===== src/rtl/wb_rr_arbiter_2m.sv =====
// Two-master, one-slave Wishbone round-robin arbiter placed in front of the
// SRAM bridge. A grant is registered and held for the whole CYC of the granted
// master. An optional watchdog turns a hung access into a one-cycle ERR, then
// revokes the grant.
module wb_rr_arbiter_2m #(
    parameter int ADDRESS_WIDTH = 32,
    parameter int DATA_WIDTH    = 32,
    parameter int TIMEOUT       = 16
) (
    input  logic                      clk,
    input  logic                      rstn,
    // master 0
    input  logic                      m0_cyc_i,
    input  logic                      m0_stb_i,
    input  logic                      m0_we_i,
    input  logic [ADDRESS_WIDTH-1:0]  m0_adr_i,
    input  logic [DATA_WIDTH-1:0]     m0_dat_w_i,
    input  logic [DATA_WIDTH/8-1:0]   m0_sel_i,
    output logic [DATA_WIDTH-1:0]     m0_dat_r_o,
    output logic                      m0_ack_o,
    output logic                      m0_err_o,
    // master 1
    input  logic                      m1_cyc_i,
    input  logic                      m1_stb_i,
    input  logic                      m1_we_i,
    input  logic [ADDRESS_WIDTH-1:0]  m1_adr_i,
    input  logic [DATA_WIDTH-1:0]     m1_dat_w_i,
    input  logic [DATA_WIDTH/8-1:0]   m1_sel_i,
    output logic [DATA_WIDTH-1:0]     m1_dat_r_o,
    output logic                      m1_ack_o,
    output logic                      m1_err_o,
    // slave (SRAM bridge)
    output logic                      s_cyc_o,
    output logic                      s_stb_o,
    output logic                      s_we_o,
    output logic [ADDRESS_WIDTH-1:0]  s_adr_o,
    output logic [DATA_WIDTH-1:0]     s_dat_w_o,
    output logic [DATA_WIDTH/8-1:0]   s_sel_o,
    input  logic [DATA_WIDTH-1:0]     s_dat_r_i,
    input  logic                      s_ack_i,
    input  logic                      s_err_i
);

    // A zero TIMEOUT still needs a legal 1-bit counter; it simply never counts.
    localparam int WDW = (TIMEOUT > 0) ? $clog2(TIMEOUT + 1) : 1;
    localparam logic [WDW-1:0] WD_LAST = WDW'((TIMEOUT > 0) ? TIMEOUT - 1 : 0);

    typedef enum logic [1:0] {
        IDLE = 2'd0,
        GNT0 = 2'd1,
        GNT1 = 2'd2
    } state_t;

    state_t         state_q, state_d;
    logic           last_q, last_d;     // master that won the most recent grant
    logic           blk0_q, blk0_d;     // master 0 timed out and has not dropped CYC yet
    logic           blk1_q, blk1_d;
    logic [WDW-1:0] wdog_q, wdog_d;

    logic req0, req1;
    logic gnt_cyc, gnt_stb;
    logic wd_inc, wd_fire;

    // Read data needs no routing: both masters see the bridge data, and only
    // the granted one gets the ACK that qualifies it.
    assign m0_dat_r_o = s_dat_r_i;
    assign m1_dat_r_o = s_dat_r_i;

    // A blocked master is ignored until it acknowledges the ERR by dropping CYC.
    assign req0 = m0_cyc_i & ~blk0_q;
    assign req1 = m1_cyc_i & ~blk1_q;

    // Select the CYC/STB of whichever master currently holds the grant.
    always_comb begin
        gnt_cyc = 1'b0;
        gnt_stb = 1'b0;
        case (state_q)
            GNT0: begin
                gnt_cyc = m0_cyc_i;
                gnt_stb = m0_stb_i;
            end
            GNT1: begin
                gnt_cyc = m1_cyc_i;
                gnt_stb = m1_stb_i;
            end
            default: ;
        endcase
    end

    // An ACK or ERR from the bridge in the same cycle always beats the watchdog.
    assign wd_inc  = (state_q != IDLE) & gnt_cyc & gnt_stb & ~s_ack_i & ~s_err_i;
    assign wd_fire = (TIMEOUT > 0) && wd_inc && (wdog_q == WD_LAST);

    // State register and the arbiter's control registers.
    always_ff @(posedge clk) begin
        if (!rstn) begin
            state_q <= IDLE;
            last_q  <= 1'b1;
            blk0_q  <= 1'b0;
            blk1_q  <= 1'b0;
            wdog_q  <= '0;
        end else begin
            state_q <= state_d;
            last_q  <= last_d;
            blk0_q  <= blk0_d;
            blk1_q  <= blk1_d;
            wdog_q  <= wdog_d;
        end
    end

    // Next-state: round-robin choice in IDLE, release on CYC drop or timeout.
    always_comb begin
        state_d = state_q;
        last_d  = last_q;
        case (state_q)
            IDLE: begin
                if (req0 && (!req1 || last_q)) begin
                    state_d = GNT0;
                    last_d  = 1'b0;
                end else if (req1) begin
                    state_d = GNT1;
                    last_d  = 1'b1;
                end
            end
            GNT0: if (!m0_cyc_i || wd_fire) state_d = IDLE;
            GNT1: if (!m1_cyc_i || wd_fire) state_d = IDLE;
            default: state_d = IDLE;
        endcase
    end

    // Watchdog counter and block flags.
    always_comb begin
        blk0_d = blk0_q;
        blk1_d = blk1_q;
        if (state_q == GNT0 && wd_fire) begin
            blk0_d = 1'b1;
        end else if (!m0_cyc_i) begin
            blk0_d = 1'b0;
        end
        if (state_q == GNT1 && wd_fire) begin
            blk1_d = 1'b1;
        end else if (!m1_cyc_i) begin
            blk1_d = 1'b0;
        end
        if ((TIMEOUT > 0) && wd_inc && !wd_fire) begin
            wdog_d = wdog_q + WDW'(1);
        end else begin
            wdog_d = '0;
        end
    end

    // Output mux: slave side follows the granted master; responses go back to it only.
    always_comb begin
        s_cyc_o   = 1'b0;
        s_stb_o   = 1'b0;
        s_we_o    = 1'b0;
        s_adr_o   = '0;
        s_dat_w_o = '0;
        s_sel_o   = '0;
        m0_ack_o  = 1'b0;
        m0_err_o  = 1'b0;
        m1_ack_o  = 1'b0;
        m1_err_o  = 1'b0;
        case (state_q)
            GNT0: begin
                s_cyc_o   = m0_cyc_i;
                s_stb_o   = m0_stb_i;
                s_we_o    = m0_we_i;
                s_adr_o   = m0_adr_i;
                s_dat_w_o = m0_dat_w_i;
                s_sel_o   = m0_sel_i;
                m0_ack_o  = s_ack_i;
                m0_err_o  = s_err_i | wd_fire;
            end
            GNT1: begin
                s_cyc_o   = m1_cyc_i;
                s_stb_o   = m1_stb_i;
                s_we_o    = m1_we_i;
                s_adr_o   = m1_adr_i;
                s_dat_w_o = m1_dat_w_i;
                s_sel_o   = m1_sel_i;
                m1_ack_o  = s_ack_i;
                m1_err_o  = s_err_i | wd_fire;
            end
            default: ;
        endcase
    end

endmodule


===== config.mk =====
export PLATFORM = sky130hd
export DESIGN_NAME = wb_rr_arbiter_2m
export DESIGN_NICKNAME = d
export VERILOG_FILES = /design/src/rtl/wb_rr_arbiter_2m.sv
export SDC_FILE = /design/constraint.sdc
export NUM_CORES = 1
export LEC_CHECK = 0
export ABC_AREA = 1
export BUFFER_PORTS_ARGS = -buffer_cell sky130_fd_sc_hd__buf_4
export CORE_AREA = 2 2 125 127
export DETAILED_ROUTE_END_ITERATION = 10
export DIE_AREA = 0 0 127 129
export GPL_TIMING_DRIVEN = 0
export PLACE_DENSITY = 0.47
export SYNTH_ARGS = -nofsm -noshare
export SYNTH_HDL_FRONTEND = slang
export SYNTH_SLANG_ARGS = --single-unit

===== constraint.sdc =====
create_clock -name clk -period 2.55 [get_ports clk]
set_clock_uncertainty 0.15 [all_clocks]
set_input_delay 0.51 -clock clk [delete_from_list [all_inputs] [get_ports clk]]
set_output_delay 0.51 -clock clk [all_outputs]
set_load 0.1 [all_outputs]

* Word-level counts from Yosys, hierarchy flattened
Cells that the tools add are included.
W data, S select, Z words.
** Storage, ports and cells
- Register bits :: 10
- Output and inout bits :: 139
- Word-level logic and storage cells :: 64
** Cells by class
- $add $sub $neg :: 1
- Equal/unequal tests :: 8
- Muxes and demuxes :: 21
- Bitwise gates (word level) :: 11
- Reduce and logical (&&, ||, !) cells :: 18
** Operators with widths (number)
- $pmux W32 S2 :: 2
- $mux W1 :: 10
- $mux W2 :: 4
- $pmux W4 S2 :: 1
- $and A1 B1 Y1 :: 6
- $pmux W1 S2 :: 3
- $pmux W2 S3 :: 1
- $add A5 B1 Y5 const B :: 1
- $eq A5 B4 Y1 const B :: 1
- $logic_and A1 B1 Y1 :: 5
- $logic_not A1 Y1 :: 4
- $ne A2 B1 Y1 const B :: 2
- $ne A2 B2 Y1 const B :: 2
- $not A1 Y1 :: 4
- $reduce_and A2 Y1 :: 2
- $reduce_bool A2 Y1 :: 2
- $logic_or A1 B1 Y1 :: 3
- $ne A3 B3 Y1 const B :: 1
- $reduce_and A3 Y1 :: 1
- $eq A2 B1 Y1 const B :: 1
- $eq A2 B2 Y1 const B :: 1
- $logic_not A2 Y1 :: 1
- $or A1 B1 Y1 :: 1

* Depth between registers and ports, before layout
- Depth after elaboration :: 10
- Gate-level depth with buffers :: 11
- Gate-level depth less buffers :: 11

* Least setup slack after synthesis
Ideal clock, no wire load.
- Path kind :: register to output
- Start point :: register state_q[0]
- End point :: output port m0_err_o
- Data arrival time :: 3.718 ns
- Required time :: 1.890 ns
- Setup slack :: -1.828 ns
- Stages on the path, launching flop included :: 8
- Path through :: dfxtp_1 > inv_1 > ha_1 > buf_4 > nand2_1 > a21oi_4 > nand3_4 > a21boi_0
** Between the ends
- Elaborated cells on any way between the ends :: 12
- Classes of those cells :: 2 x eq/ne; 3 x mux; 5 x bitwise; 2 x reduce/logical
** RTL lines
- from (decl) :: RTL line 54 : state_t state_q, state_d;
- from (signal assigned) :: RTL line 103 : state_q <= state_d;
- $eq A2 B2 Y1 / $eq A2 B1 Y1 (equally long branches)
- $pmux W1 S2 (*)
- named net s_stb_o :: RTL line 34 : output logic s_stb_o,
- $and A1 B1 Y1 (*) (3 in a row) :: RTL line 91 : assign wd_inc = (state_q != IDLE) & gnt_cyc & gnt_stb & ~s_ack_i & ~s_err_i;
- $logic_and A1 B1 Y1 (*) :: RTL line 92 : assign wd_fire = (TIMEOUT > 0) && wd_inc && (wdog_q == WD_LAST);
- $or A1 B1 Y1 (*) :: RTL line 173 : m0_err_o = s_err_i | wd_fire;
- $mux W1 (*) :: RTL line 164 : case (state_q)
- to (decl) :: RTL line 21 : output logic m0_err_o,
The timed path passes the listed nets; every way through them passes the cells marked *.

* Worst setup path in the final report
- Start point :: register state_q[1]
- End point :: output port s_dat_w_o[11]
** Between the ends
- Cells in the longest elaborated chain, start to end :: 2
- Elaborated cells on any way between the ends :: 3
- Classes of those cells :: 2 x eq/ne; 1 x mux
** RTL lines
- $eq A2 B2 Y1 / $eq A2 B1 Y1 (equally long branches) :: RTL line 164
- $pmux W32 S2 (*) :: RTL line 164
- to (decl) :: RTL line 37 : output logic [DATA_WIDTH-1:0] s_dat_w_o,
Mark *: on every way between the ends. The rest lies on a longest branch, timed or not.

==> run metrics <==
status complete, no violations; slew margin rel. 78.0%; row cnt 45; Fmax 0.405 GHz; DPL Wire Length 10400 um; most common cell in the netlist nand2_1; fin crit period 2.47 ns; Critical R2R Launch state_q[0]$_SDFFE_PN0P_; proportion of layout cells with a drive suffix above 1 69.9%; TritonCTS clock tree built; Final setup viols 0; Startpoint Class flop; setup TNS 0 ns; Clk Latency, worst-skew pair 0.24 ns; Worst EP required 1.89 ns; Critical Path Max Stage Delay 0.33 ns; clock root buffer clkbuf_16; cell depth of the worst flop-to-flop path 10; Mapped Area 2030 sq um; Area Growth Syn to Fin 176%; leading area contributor after synthesis nand2_1; share of the synthesized area in the top cell type 28.9%; largest net degree at the start of global routing 11; CTS Sinks 10; Mapped Nets 557; MaxCap Viol Count 0; Port-buffer cells 284; fin crit share 96.9%; cts bufs inserted 3; vias 3401; fin. max-slew vios 0; Critical Path Slowest Stage Cell dfxtp_2; Post-synth EDFFs 0; Die Area 16400 sq um; CP Buf/Inv Count 4; Top Family by Delay on Critical Path buffers and inverters; vias in the first global route 3295; RSZ-0062 raised after global routing true; Seq/Total Area, Yosys 9.88%; Worst-path clk slew 0.04 ns; cts hold-fix bufs 0; Compound-Gate Fraction of Synth Area 20.2%; vias per cell 4.00; core area 15000 sq um; Antenna Cells 0; ys flop type dfxtp_1; syn avg cell area 5.42 sq um; Hold Path Origin wdog_q[0]$_SDFF_PN0_; Pre-antenna DRT Iters 4; post-synthesis register bit count 10; worst-margin pin slew 0.329 ns; reg2reg setup slack 0.82 ns; CP Capture Type output port; Die Wd 127 um; Layout Cells excl Fill 850; Synth area leaders nand2_1, buf_4, a21oi_1, dfxtp_1, ha_1; GRT Total Usage 13.1%; hold path depth 1; Lkg Pwr 2.37 nW; Residual DRC 0; Synth Area in Simple Gates 35.1%; first-pass GRT wire length 17400 um; GR Overflow Total 0; hold endpoint wdog_q[0]$_SDFF_PN0_; largest family of logic cells by synthesized area simple AND/OR/NAND/NOR gates; Routed WL 12100 um; Tot Pwr 2.32 mW; Synthesis Warnings 0; I/O pin total 317; PD cells 415 nW/um^2; worst path cell trace inv_2, ha_2, buf_6, clkbuf_2, nand2_1, a21oi_4, buf_4; Mapped Cells 374; FILL cells 1606; mux share of post-synthesis cell area 0%; hold crit path type reg -> reg; Clock Tree Buf Depth 2; Starting DRT DRC Count 53; FF+latch area 203 sq um; Routed Antenna Nets 0; per-cell routed wire length 14.2 um; Async S/R FF share, synth 0%; Multi-input gate area 2020 sq um; Adder-Cell Fraction of Synth Area 3.09%; maximum VDD drop 0.197 mV; most common library cells after synthesis nand2_1, a21oi_1, buf_4; Netlist cell types 23; Crit path arrival time 1.81 ns; xor and xnor area share after synthesis 0.432%; initial antenna violation count 0; final hold violations 0; crit path kind reg -> out; reg2reg end state_q[1]$_SDFFE_PN0P_; critical path peak fanout 10; initial core utilization 13.5%; nets@finish 846; H-tree lvl count 1; Die H 129 um; RD Place Congestion 0.750; placed cell count 846
==> logic make-up (layout without fill, tap and decap cells) <==
kind of cell | after synthesis | in the layout
compound gates | 78 | 78
xor+xnor | 1 | 1
fa+ha+maj | 5 | 5
buf+inv | 103 | 391
flops | 10 | 10
simple gates | 177 | 177
==> worst max-delay path by stage <==
stage / slack, ns / end / cells after the start / startpoint
6_report: 0.08 / s_dat_w_o[11] / 7 / state_q[1]$_SDFFE_PN0P_
5_1_grt: -0.02 / s_dat_w_o[11] / 7 / state_q[1]$_SDFFE_PN0P_
4_1_cts: -0.08 / s_dat_w_o[8] / 6 / state_q[0]$_SDFFE_PN0P_
3_5_place_dp: -0.41 / s_adr_o[22] / 6 / state_q[0]$_SDFFE_PN0P_
3_3_place_gp: -0.38 / s_adr_o[27] / 6 / state_q[0]$_SDFFE_PN0P_
2_1_floorplan: -0.28 / m0_err_o / 7 / state_q[0]$_SDFFE_PN0P_
==> power by group <==
| group | total (mW) | switching (mW) | internal (mW) |
|---|---|---|---|
| logic | 1.84 | 1.32 | 0.519 |
| clock network | 0.313 | 0.0770 | 0.236 |
| registers | 0.167 | 0.00421 | 0.163 |
==> cells in the final DEF, fill, tap and decap left out, drive strengths merged <==
cell,netlist,final
buf,72,357
nand2,158,158
a21oi,75,75
clkbuf,15,18
inv,16,16
nor2,11,11
dfxtp,10,10
nand3,5,5
ha,5,5
a21boi,2,2
nor3b,1,1
nand3b,1,1
and3,1,1
o21ai,1,1
xor2,1,1
==> metal layers <==
metal	share of wire [%]	GRT usage [%]	vias up
li1	-	-	1692
met1	38	15.6	1535
met2	53	25.4	164
met3	7.7	2.04	10
met4	1.0	1.94	0
met5	0	0	-
==> sequential cells by signal (all words and copies together), names as in the netlist <==
register and cells:
blk0_q 1, blk1_q 1, last_q 1, state_q 2
wdog_q 5
==> per-stage QoR <==
step,utilization [%],setup slack (ns),cell area (sq um),hold slack (ns)
after global placement,35.0,-0.375,5240,0.279
final,37.3,0.0797,5590,0.294
after global routing,37.3,-0.0211,5590,0.315
after floorplan,-,-0.284,2870,0.268
after CTS,35.8,-0.0784,5360,0.296
after detailed placement,35.0,-0.414,5240,0.288
==> timing repair <==
item	in CTS	in global routing
resized for setup	42	71
pin swaps	0	0
buffers inserted	0	0
setup endpoints to repair	72	71
==> layout make-up <==
cell class / count / area share, %
tap: 188 / 4.21
sequential: 10 / 3.63
buffer: 87 / 11.4
clock buffer: 4 / 1.59
multi-input combinational: 261 / 36.1
timing repair buffer: 284 / 42.1
inverter: 16 / 1.07
No activity file was read; power rests on OpenSTA's default activity.
